## config.mk

```make
export PLATFORM = sky130hd
export DESIGN_NAME = z_run_monitor
export DESIGN_NICKNAME = d
export VERILOG_FILES = /design/src/rtl/z_run_monitor.sv
export SDC_FILE = /design/constraint.sdc
export NUM_CORES = 1
export LEC_CHECK = 0
export BUFFER_PORTS_ARGS = -buffer_cell sky130_fd_sc_hd__buf_2
export CAP_MARGIN = 20
export CORE_UTILIZATION = 52
export CTS_CLUSTER_SIZE = 12
export DETAILED_ROUTE_END_ITERATION = 8
export PLACE_DENSITY = 0.77
export SYNTH_ARGS = -nofsm -noshare
export SYNTH_HDL_FRONTEND = slang
export SYNTH_SLANG_ARGS = --single-unit
```

## constraint.sdc

```tcl
create_clock -name clk -period 2.44 [get_ports clk]
set_input_delay 0.122 -clock clk [delete_from_list [all_inputs] [get_ports clk]]
set_output_delay 0.122 -clock clk [all_outputs]
set_load 0.02 [all_outputs]
```

## src/rtl/z_run_monitor.sv

```systemverilog
// z_run_monitor: watches the qualified z stream from the upstream and_ff stage.
// It tracks run length, total ones and edge pulses, and flags when a run of
// ones reaches a programmable threshold. All outputs are registered with one
// cycle of latency from the capturing edge.
module z_run_monitor #(
  parameter int CNT_W = 8,
  parameter int RUN_W = 4
) (
  input  logic             clk,
  input  logic             rst_n,
  input  logic             z_valid,
  input  logic             z,
  input  logic [RUN_W-1:0] thresh,
  input  logic             clear,
  output logic [RUN_W-1:0] run_len,
  output logic [CNT_W-1:0] ones_cnt,
  output logic             rise,
  output logic             fall,
  output logic             hit,
  output logic             hit_sticky,
  output logic [1:0]       state
);

  typedef enum logic [1:0] {
    IDLE = 2'd0,
    RUN  = 2'd1,
    HIT  = 2'd2
  } state_t;

  state_t           state_q, state_d;
  logic [RUN_W-1:0] run_len_q, run_len_d;
  logic [CNT_W-1:0] ones_cnt_q, ones_cnt_d;
  logic             rise_q, rise_d;
  logic             fall_q, fall_d;
  logic             hit_q, hit_d;
  logic             hit_sticky_q, hit_sticky_d;
  logic             z_q, z_d;

  logic             sample;
  logic             reach;

  // Saturating increment of the run-length counter (holds at all-ones).
  function automatic logic [RUN_W-1:0] sat_inc_run(input logic [RUN_W-1:0] v);
    return (v == {RUN_W{1'b1}}) ? v : v + RUN_W'(1);
  endfunction

  // Saturating increment of the total-ones counter (holds at all-ones).
  function automatic logic [CNT_W-1:0] sat_inc_cnt(input logic [CNT_W-1:0] v);
    return (v == {CNT_W{1'b1}}) ? v : v + CNT_W'(1);
  endfunction

  assign sample = z_valid & ~clear;

  // Threshold test done one bit wider so a saturated run_len cannot wrap
  // to zero when incremented; a zero thresh disables detection.
  assign reach = (thresh != '0) &&
                 (({1'b0, run_len_q} + (RUN_W+1)'(1)) >= {1'b0, thresh});

  // Next-state and next-output computation for every register.
  always_comb begin
    state_d      = state_q;
    run_len_d    = run_len_q;
    ones_cnt_d   = ones_cnt_q;
    z_d          = z_q;
    hit_sticky_d = hit_sticky_q;
    rise_d       = 1'b0;
    fall_d       = 1'b0;
    hit_d        = 1'b0;

    if (clear) begin
      state_d      = IDLE;
      run_len_d    = '0;
      ones_cnt_d   = '0;
      z_d          = 1'b0;
      hit_sticky_d = 1'b0;
    end else if (sample) begin
      z_d    = z;
      rise_d = z & ~z_q;
      fall_d = ~z & z_q;
      if (z) begin
        run_len_d  = sat_inc_run(run_len_q);
        ones_cnt_d = sat_inc_cnt(ones_cnt_q);
      end else begin
        run_len_d = '0;
      end

      case (state_q)
        IDLE: begin
          if (z) begin
            if (thresh == RUN_W'(1)) begin
              state_d = HIT;
              hit_d   = 1'b1;
            end else begin
              state_d = RUN;
            end
          end
        end
        RUN: begin
          if (!z) begin
            state_d = IDLE;
          end else if (reach) begin
            state_d = HIT;
            hit_d   = 1'b1;
          end
        end
        HIT: begin
          if (!z) state_d = IDLE;
        end
        default: state_d = IDLE;
      endcase

      hit_sticky_d = hit_sticky_q | hit_d;
    end
  end

  // Registered state and outputs; reset forces everything idle immediately.
  always_ff @(posedge clk or negedge rst_n) begin
    if (!rst_n) begin
      state_q      <= IDLE;
      run_len_q    <= '0;
      ones_cnt_q   <= '0;
      z_q          <= 1'b0;
      rise_q       <= 1'b0;
      fall_q       <= 1'b0;
      hit_q        <= 1'b0;
      hit_sticky_q <= 1'b0;
    end else begin
      state_q      <= state_d;
      run_len_q    <= run_len_d;
      ones_cnt_q   <= ones_cnt_d;
      z_q          <= z_d;
      rise_q       <= rise_d;
      fall_q       <= fall_d;
      hit_q        <= hit_d;
      hit_sticky_q <= hit_sticky_d;
    end
  end

  assign run_len    = run_len_q;
  assign ones_cnt   = ones_cnt_q;
  assign rise       = rise_q;
  assign fall       = fall_q;
  assign hit        = hit_q;
  assign hit_sticky = hit_sticky_q;
  assign state      = state_q;

endmodule

```

==> impl_metrics.json, run 1 <==
{
  "clockBufferDepth": 2,
  "finClkSkew_ns": 0.00418,
  "finalCritPeriodShare_pct": 79.4,
  "grt_max_degree": 20,
  "place.gp.congestion": 0.815,
  "synth_top_flop_cell": "dfrtp_1",
  "setup-tns-final_ns": 0,
  "crit_required_ns": 2.63,
  "die_h_um": 48.2,
  "area_growth_pct": 15.7,
  "fin_crit_ns": 1.94,
  "drv_slew": 0,
  "vdd.ir_drop.worst_mv": 0.370,
  "grt_use_met1_pct": 34.1,
  "cts-resized-gates": 0,
  "num-fill-cells": 172,
  "final_cell_mix": "buf_2, dfrtp_1, a21oi_1, nor2_1, nand2_1",
  "post_dp_cell_area_sq_um": 1250,
  "status": "finished, final reports clean",
  "finalHoldViolCount": 0,
  "top_usage_layer": "met2",
  "layout_commonest_cell": "buf_2",
  "grt_pass1_wl_mm": 3.84,
  "reg2reg_from": "run_len[0]",
  "dpl.hpwl_mm": 1.66,
  "nNetsFinal": 160,
  "cts-htree-levels": 1,
  "grt_pass1_vias": 854,
  "tightest_slew_ns": 0.423,
  "cts-root-buf": "clkbuf_4",
  "powerDensity_nw_per_um2": 452,
  "use_met2_pct": 35.5,
  "synth_async_sr_flop_share_pct": 100,
  "antenna_cells": 0,
  "cts_tree": "yes",
  "place_ws_ns": 0.536,
  "final_area_sq_um": 1280,
  "grt-ovfl-total": 0,
  "synth_warnings": 0,
  "syn_area_per_cell_sq_um": 9.41,
  "worst_hold_path.num_cells": 3,
  "maxCapViolCount": 0,
  "reg2reg_depth": 6,
  "initial_core_util_pct": 56.0,
  "wl_per_cell_um": 13.7,
  "cts_made_buffers": 3,
  "first_iter_violations": 21,
  "drc": 0,
  "critPathCaptureType": "flop",
  "grt_use_total_pct": 23.5,
  "insertion_delay_ns": 0.30,
  "layout-drive-gt1-share_pct": 23.6,
  "worst_slack_ns": 0.503,
  "path_clk_slew_ns": 0.11,
  "cp-start-kind": "flop",
  "synth.distinct_cells": 38,
  "antenna_found_initial": 0,
  "dieWidth_um": 48.2,
  "cp-startpoint": "run_len[0]",
  "synth-edff-count": 0,
  "die_area_sq_um": 2320,
  "drtAntennaViolNets": 0,
  "min-delay-start": "z_valid",
  "min_path_type": "primary input to flop",
  "clock_sinks": 19,
  "vias_per_cell": 5.87,
  "crit_arrival_ns": 2.13,
  "worst-setup-path-type": "flop to flop",
  "crit_fanout": 7,
  "finalSetupViolations": 0,
  "synthCells": 118,
  "synth_nets": 133,
  "wirelength_mm": 2.34,
  "via_count": 1004,
  "leakagePower_nw": 0.645,
  "rows": 16,
  "relSlewSlack_pct": 71.8,
  "ys_ff_latch": 19,
  "fmax_mhz": 516,
  "ys_seq_area_share_pct": 42.8,
  "rsz0062_at_grt": "no",
  "coreArea_sq_um": 1980,
  "first_pass_iters": 5,
  "met3_usage_pct": 5.93,
  "pin_count": 27,
  "synth_area_sq_um": 1110,
  "io_buffers": 26
}
## cells in the mapped netlist (all sizes together) (3+ instances only)
| cell | n | area (sq um) |
|---|---|---|
| a211oi | 5 | 37.5 |
| a21oi | 10 | 50.1 |
| clkbuf | 3 | 11.3 |
| dfrtp | 19 | 475 |
| ha | 6 | 75.1 |
| inv | 8 | 30.0 |
| nand2 | 8 | 30.0 |
| nand3 | 5 | 25.0 |
| nor2 | 8 | 30.0 |
| nor3 | 6 | 41.3 |
| o21ai | 6 | 30.0 |
| or3 | 3 | 18.8 |
| xor2 | 3 | 26.3 |
## layout make-up
type	instances	area [sq um]	area share [%]
Clock inverter	1	5.00	0.390
Timing Repair Buffer	27	140	10.9
Tap cell	27	33.8	2.63
Sequential cell	19	475	37.0
Clock buffer	3	22.5	1.75
Multi-Input combinational cell	86	577	44.9
Inverter	8	30.0	2.34
## logic make-up (layout without fill, tap and decap cells)
kind of cell,after synthesis,in the layout,synth area share (%)
simple gates,42,42,21.4
compound gates,30,30,17.0
flops,19,19,42.8
buf+inv,13,39,5.19
fa+ha+maj,6,6,6.76
xor+xnor,5,5,3.95
mux,3,3,2.82
## what timing repair did
action,in CTS,in global routing
endpoints found under the setup margin,0,0
buffers inserted,0,0
hold endpoints to repair,19,0
hold buffers,1,0
## final timing paths
path                               to  slack, ns
setup / recovery             state[0]       0.50
hold / removal                   fall       0.14
setup reg to reg             state[0]       0.50
hold reg to reg                  rise       0.49
max in group asynchronous  run_len[1]       1.87
min in group asynchronous         hit       0.27
## worst max-delay path, cell delays in order, from the launching register on
cell      delay, ns
dfrtp_1        0.45
ha_1           0.27
xor2_1         0.17
ha_1           0.29
o21a_1         0.15
a211oi_1       0.09
o41a_1         0.41
## registers in the layout (all words and copies together), names as in the netlist
register	flops
ones_cnt	8
run_len	4
fall	1
state	2
z_q	1
hit_sticky	1
hit	1
rise	1
## stage by stage
stage	hold slack (ns)	utilization (%)	power (mW)	instances
after floorplan	-0.174	-	0.389	118
final	0.136	64.8	0.580	171
after global routing	0.149	64.8	0.607	171
after global placement	0.0784	62.9	0.419	166
after CTS	0.133	64.8	0.583	171
after detailed placement	0.0794	62.9	0.423	166
## metal layers
layer | vias to the layer above | wire length [um]
met4 | 0 | 21
met5 | - | 0
met3 | 2 | 143
met1 | 476 | 1050
met2 | 37 | 1120
li1 | 489 | -
## where the power goes
group	leakage, nW	switching, mW	total, mW	internal [mW]
Clock	0.0177	0.101	0.162	0.0612
Sequential	0.262	0.00987	0.332	0.323
Combinational	0.366	0.0540	0.0857	0.0317
Total	0.645	0.165	0.580	0.415
Note: power is estimated with default switching activity, not from simulation.
==> run 2: changes to the inputs <==
--- a/config.mk
+++ b/config.mk
@@ -5,12 +5,13 @@
 export SDC_FILE = /design/constraint.sdc
 export NUM_CORES = 1
 export LEC_CHECK = 0
+export ABC_AREA = 1
 export BUFFER_PORTS_ARGS = -buffer_cell sky130_fd_sc_hd__buf_2
 export CAP_MARGIN = 20
-export CORE_UTILIZATION = 52
+export CORE_UTILIZATION = 46
 export CTS_CLUSTER_SIZE = 12
 export DETAILED_ROUTE_END_ITERATION = 8
-export PLACE_DENSITY = 0.77
+export PLACE_DENSITY = 0.72
 export SYNTH_ARGS = -nofsm -noshare
 export SYNTH_HDL_FRONTEND = slang
 export SYNTH_SLANG_ARGS = --single-unit
==> constraint.sdc (replaced) <==
create_clock -name clk -period 1.59 [get_ports clk]
set_input_delay 0.0795 -clock clk [delete_from_list [all_inputs] [get_ports clk]]
set_output_delay 0.0795 -clock clk [all_outputs]
set_load 0.02 [all_outputs]
==> impl_metrics.json, run 2 <==
{
  "r2r-end": "state[1]",
  "vias_per_cell": 4.86,
  "grt_pass1_vias": 827,
  "worst-setup-path-type": "flop to flop",
  "clockBufferDepth": 2,
  "synth_nets": 149,
  "first_iter_violations": 19,
  "layout-drive-gt1-share_pct": 33.9,
  "synthCells": 134,
  "rsz0062_at_grt": "yes",
  "use_met2_pct": 31.3,
  "coreArea_sq_um": 2210,
  "grt_pass1_wl_mm": 3.63,
  "die_h_um": 50.6,
  "grt_use_met1_pct": 25.2,
  "crit_required_ns": 1.78,
  "finClkSkew_ns": 0.00832,
  "intPower_mw": 0.806,
  "rows": 17,
  "fmax_mhz": 533,
  "grt_max_degree": 20,
  "synth_area_sq_um": 1090,
  "switchingPower_mw": 0.450,
  "crit_top_cell": "nand2_1",
  "cp-start-kind": "flop",
  "antenna_cells": 0,
  "largest_reg_flops": 8,
  "final_cell_mix": "nand2_1, buf_2, inv_1, dfrtp_1, nor2_1",
  "syn_area_per_cell_sq_um": 8.12,
  "dieWidth_um": 50.6,
  "grt-ovfl-total": 0,
  "path_cells": "ha_4 -> xor2_2 -> ha_1 -> nand2_1 -> inv_1 -> nand2_1 -> nand2_1 -> nand2_1 -> nand2_1 -> nand2_1 -> nand3_1 -> nand3_2 -> nand2_1 -> nand2_1",
  "io_buffers": 26,
  "setup.worst_path.end": "state[1]",
  "clock_sinks": 19,
  "reg2reg_depth": 14,
  "nNetsFinal": 187,
  "crit_arrival_ns": 2.06,
  "finalCritPeriodShare_pct": 118,
  "grt_use_total_pct": 18.7,
  "seq_area_sq_um": 478,
  "insertion_delay_ns": 0.30,
  "synth_warnings": 0,
  "crit_fanout": 2,
  "ys_ff_latch": 19,
  "yosys-top-cells-count": "nand2_1, dfrtp_1, inv_1, nor2_1, nand3_1",
  "min_path_type": "primary input to flop",
  "finalSetupViolations": 4,
  "yosysTopAreaCellShare_pct": 43.7,
  "antenna_found_initial": 0,
  "cts-htree-levels": 1,
  "clockPowerShare_pct": 20.2,
  "final_area_sq_um": 1370,
  "path_clk_slew_ns": 0.12,
  "finalHoldViolCount": 0,
  "switching_share_pct": 35.8,
  "leakagePower_nw": 0.761,
  "die_area_sq_um": 2560,
  "status": "complete, but fails checks",
  "post_dp_cell_area_sq_um": 1300,
  "violations": "negative setup slack",
  "cts-root-buf": "clkbuf_4",
  "critPathMaxStageDelay_ns": 0.45,
  "regToRegSetupSlack_ns": -0.29,
  "ys_seq_area_share_pct": 43.7,
  "drc": 0,
  "synth.distinct_cells": 24,
  "vdd.ir_drop.worst_mv": 0.706,
  "yosys.area.top_type": "dfrtp_1",
  "total_power_mw": 1.26,
  "reg2reg_from": "run_len[1]",
  "relSlewSlack_pct": 71.8,
  "pin_count": 27,
  "wl_per_cell_um": 10.8,
  "yosysMostFrequentCell": "nand2_1",
  "cts_made_buffers": 3,
  "pwr-share-comb_pct": 34.0,
  "drv_slew": 0,
  "fin_crit_ns": 1.88,
  "top_usage_layer": "met2",
  "dpl.hpwl_mm": 1.72,
  "maxCapViolCount": 0,
  "cts_tree": "yes",
  "drtAntennaViolNets": 0,
  "synth_async_sr_flop_share_pct": 100,
  "ys_top_cells_by_area": "dfrtp_1, nand2_1, ha_1, inv_1, nor2_1",
  "via_count": 968,
  "power_frac_seq_pct": 45.8,
  "synth_top_flop_cell": "dfrtp_1",
  "initial_core_util_pct": 49.2,
  "place.gp.congestion": 0.803,
  "num-fill-cells": 216,
  "worst_slack_ns": -0.287,
  "critPathCaptureType": "flop",
  "multi_input_area_sq_um": 556,
  "crit_slowest_cell": "dfrtp_2",
  "synth-edff-count": 0,
  "cp-startpoint": "run_len[1]",
  "tightest_slew_ns": 0.422,
  "powerDensity_nw_per_um2": 917,
  "wirelength_mm": 2.15,
  "met3_usage_pct": 2.73,
  "area_growth_pct": 25.9,
  "first_pass_iters": 4
}
## run 2: changes by cell type in the layout (fill, tap and decap cells not counted), sizes merged, moves of 4 or more
| cell | before | now |
|---|---|---|
| nor2 | 8 | 19 |
| inv | 8 | 21 |
| o21ai | 6 | 10 |
| nand2 | 8 | 27 |
| a211oi | 5 | 0 |
| buf | 26 | 33 |
| nand3 | 5 | 9 |
## run 2: cell type report
| class | instances | share of cell area (%) |
|---|---|---|
| multi-input cells | 93 | 40.5 |
| flip-flops and latches | 19 | 34.9 |
| repair buffers | 34 | 14.1 |
| inverters | 21 | 5.75 |
| well taps | 28 | 2.56 |
| clock buffers | 3 | 1.64 |
| clock inverters | 1 | 0.548 |
## run 2: critical path, delay by kind of cell, from the launching register on
| kind | cells | cell delay [ns] |
|---|---|---|
| xor+xnor | 1 | 0.17 |
| fa+ha+maj | 2 | 0.49 |
| simple gates | 10 | 0.60 |
| buf+inv | 1 | 0.05 |
| flops | 1 | 0.45 |
## run 2: how the worst min path moves through the flow
| stage | slack, ns | end | depth (start not counted) | startpoint |
|---|---|---|---|---|
| after detailed placement | 0.04 | ones_cnt[1] | 1 | rst_n |
| after floorplan | -0.22 | fall | 0 | rst_n |
| final | 0.06 | ones_cnt[6] | 2 | clear |
| after global routing | 0.07 | ones_cnt[6] | 2 | clear |
| after global placement | 0.04 | run_len[2] | 1 | rst_n |
| after CTS | 0.06 | ones_cnt[6] | 2 | clear |
## run 2: kinds of logic after synthesis
kind of cell | count (synthesis) | share of synthesized area [%]
AOI/OAI and AO/OA | 21 | 10.8
xor gates and xnor gates | 2 | 1.61
adders and majority gates | 6 | 6.90
buffers and inverters | 22 | 8.28
DFF | 19 | 43.7
and+or+nand+nor | 64 | 28.7
## run 2: routing by layer
metal | up-vias | wire, um
met3 | 2 | 66
met1 | 438 | 1050
met4 | 0 | 12
li1 | 508 | -
met5 | - | 0
met2 | 20 | 1020
## run 2: power groups by stage
stage / clock network (mW) / registers [mW] / logic (mW)
floorplan: 0 / 0.651 / 0.189
detailed placement: 0 / 0.588 / 0.408
CTS: 0.258 / 0.578 / 0.418
global route: 0.278 / 0.585 / 0.484
finish: 0.253 / 0.576 / 0.427
global placement: 0 / 0.583 / 0.392
## run 2: timing repair
action,in CTS,in global routing
hold endpoints to repair,19,0
buffers inserted,0,1
resized for setup,1,3
setup endpoints to repair,4,8
pin swaps,1,3
hold buffers,1,0
## run 2: per-stage QoR
step | setup slack [ns] | hold WS, ns | setup TNS, ns | util, % | instances
after floorplan | -0.212 | -0.216 | -0.809 | - | 134
after global placement | -0.180 | 0.0416 | -0.670 | 58.9 | 193
after detailed placement | -0.273 | 0.0441 | -1.02 | 58.9 | 193
after CTS | -0.284 | 0.0612 | -1.09 | 60.9 | 198
after global routing | -0.465 | 0.0658 | -1.81 | 61.9 | 199
final | -0.287 | 0.0645 | -1.11 | 61.9 | 199
==> run 3: changes to the inputs <==
--- a/config.mk
+++ b/config.mk
@@ -5,13 +5,13 @@
 export SDC_FILE = /design/constraint.sdc
 export NUM_CORES = 1
 export LEC_CHECK = 0
-export ABC_AREA = 1
+export ABC_AREA = 0
 export BUFFER_PORTS_ARGS = -buffer_cell sky130_fd_sc_hd__buf_2
 export CAP_MARGIN = 20
-export CORE_UTILIZATION = 46
+export CORE_UTILIZATION = 47
 export CTS_CLUSTER_SIZE = 12
 export DETAILED_ROUTE_END_ITERATION = 8
-export PLACE_DENSITY = 0.72
+export PLACE_DENSITY = 0.73
 export SYNTH_ARGS = -nofsm -noshare
 export SYNTH_HDL_FRONTEND = slang
 export SYNTH_SLANG_ARGS = --single-unit
==> impl_metrics.json, run 3 (synthesized netlist as in run 1, its figures left out) <==
{
  "first_pass_iters": 4,
  "cp-startpoint": "run_len[0]",
  "whs_ns": 0.129,
  "nNetsFinal": 172,
  "cts_made_buffers": 3,
  "fmax_mhz": 564,
  "cp_top_family": "adder cells",
  "rows": 17,
  "grt-ovfl-total": 0,
  "drtAntennaViolNets": 0,
  "cts-htree-levels": 1,
  "wl_per_cell_um": 14.5,
  "vias_per_cell": 5.63,
  "path_buf_inv": 1,
  "cp-start-kind": "flop",
  "place_ws_ns": -0.128,
  "relSlewSlack_pct": 71.3,
  "critPathCaptureType": "flop",
  "antenna_cells": 0,
  "tightest_slew_ns": 0.430,
  "worst_slack_ns": -0.183,
  "num-fill-cells": 194,
  "grt_pass1_vias": 937,
  "crit_required_ns": 1.77,
  "layout_commonest_cell": "buf_2",
  "path_depth": 7,
  "area_growth_pct": 27.8,
  "grt_max_degree": 20,
  "path_cells": "ha_4 -> xor2_2 -> ha_1 -> o21a_1 -> buf_4 -> a21oi_4 -> o22ai_1",
  "grt_use_total_pct": 22.1,
  "min_path_type": "primary input to flop",
  "die_area_sq_um": 2560,
  "layout-drive-gt1-share_pct": 34.0,
  "first_iter_violations": 27,
  "seq_area_sq_um": 478,
  "drc": 0,
  "antenna_found_initial": 0,
  "finalHoldViolCount": 0,
  "total_power_mw": 0.907,
  "finClkSkew_ns": 0.00164,
  "status": "complete, but fails checks",
  "insertion_delay_ns": 0.29,
  "dieWidth_um": 50.6,
  "powerDensity_nw_per_um2": 640,
  "path_clk_slew_ns": 0.11,
  "leakagePower_nw": 0.705,
  "fin_util_pct": 64.1,
  "clockBufferDepth": 2,
  "violations": "negative setup slack",
  "regToRegSetupSlack_ns": -0.18,
  "crit_arrival_ns": 1.95,
  "dpl.hpwl_mm": 1.91,
  "largest_reg_flops": 8,
  "crit_fanout": 3,
  "cts_tree": "yes",
  "place.gp.congestion": 0.832,
  "reg2reg_depth": 7,
  "io_buffers": 26,
  "worst_hold_path.num_cells": 3,
  "coreArea_sq_um": 2210,
  "multi_input_area_sq_um": 618,
  "maxCapViolCount": 0,
  "clock_sinks": 19,
  "crit_slowest_cell": "dfrtp_2",
  "worst-setup-path-type": "flop to flop",
  "finalCritPeriodShare_pct": 112,
  "vdd.ir_drop.worst_mv": 0.430,
  "cts-root-buf": "clkbuf_4",
  "fin_crit_ns": 1.77,
  "wirelength_mm": 2.67,
  "die_h_um": 50.6,
  "rsz0062_at_grt": "yes",
  "grt_pass1_wl_mm": 4.24,
  "initial_core_util_pct": 50.2,
  "reg2reg_from": "run_len[0]",
  "pin_count": 27,
  "drv_slew": 0,
  "min-delay-start": "z_valid",
  "finalSetupViolations": 4,
  "critPathMaxStageDelay_ns": 0.45,
  "final_cell_mix": "buf_2, dfrtp_1, buf_4, a21oi_1",
  "via_count": 1035
}
## run 3: repair_timing
item | in CTS | in global routing
gates resized for setup | 1 | 3
buffers inserted | 1 | 3
hold endpoints to repair | 19 | 0
endpoints found under the setup margin | 4 | 4
pin swaps | 5 | 6
hold buffers | 1 | 0
## run 3: layout make-up
class	count	area share, %
multi-input combinational	86	43.6
sequential	19	33.7
timing repair buffer	39	16.2
tap	28	2.47
inverter	8	2.12
clock buffer	3	1.59
clock inverter	1	0.353
## run 3: metal layers
metal	track usage, %	routed length (um)	vias up
met3	2.12	67	2
met5	0	0	-
met1	28.7	1200	502
met2	37.6	1390	22
met4	8.80	12	0
li1	-	-	509
## run 3: worst min-delay path, stage by stage
cell and delay [ns]:
buf_2 0.19, nand2_1 0.08, nor3_1 0.04
## run 3: final timing paths
path                         endpoint
min in group asynchronous        fall
max                        hit_sticky
min reg2reg                      rise
max reg2reg                hit_sticky
max in group asynchronous  run_len[1]
min                              fall
## run 3: power by group
group | switching (mW) | internal (mW) | total, mW
clock | 0.151 | 0.0936 | 0.244
combinational | 0.0947 | 0.0607 | 0.155
sequential | 0.0122 | 0.495 | 0.508
total | 0.258 | 0.650 | 0.907
## run 3: per-stage QoR
step                      std cells  setup TNS, ns  cell area, sq um
after floorplan                 118         -0.417              1130
after global placement          175         -0.255              1330
after detailed placement        175         -0.424              1330
after CTS                       181         -0.402              1380
after global routing            184         -0.761              1420
final                           184         -0.644              1420
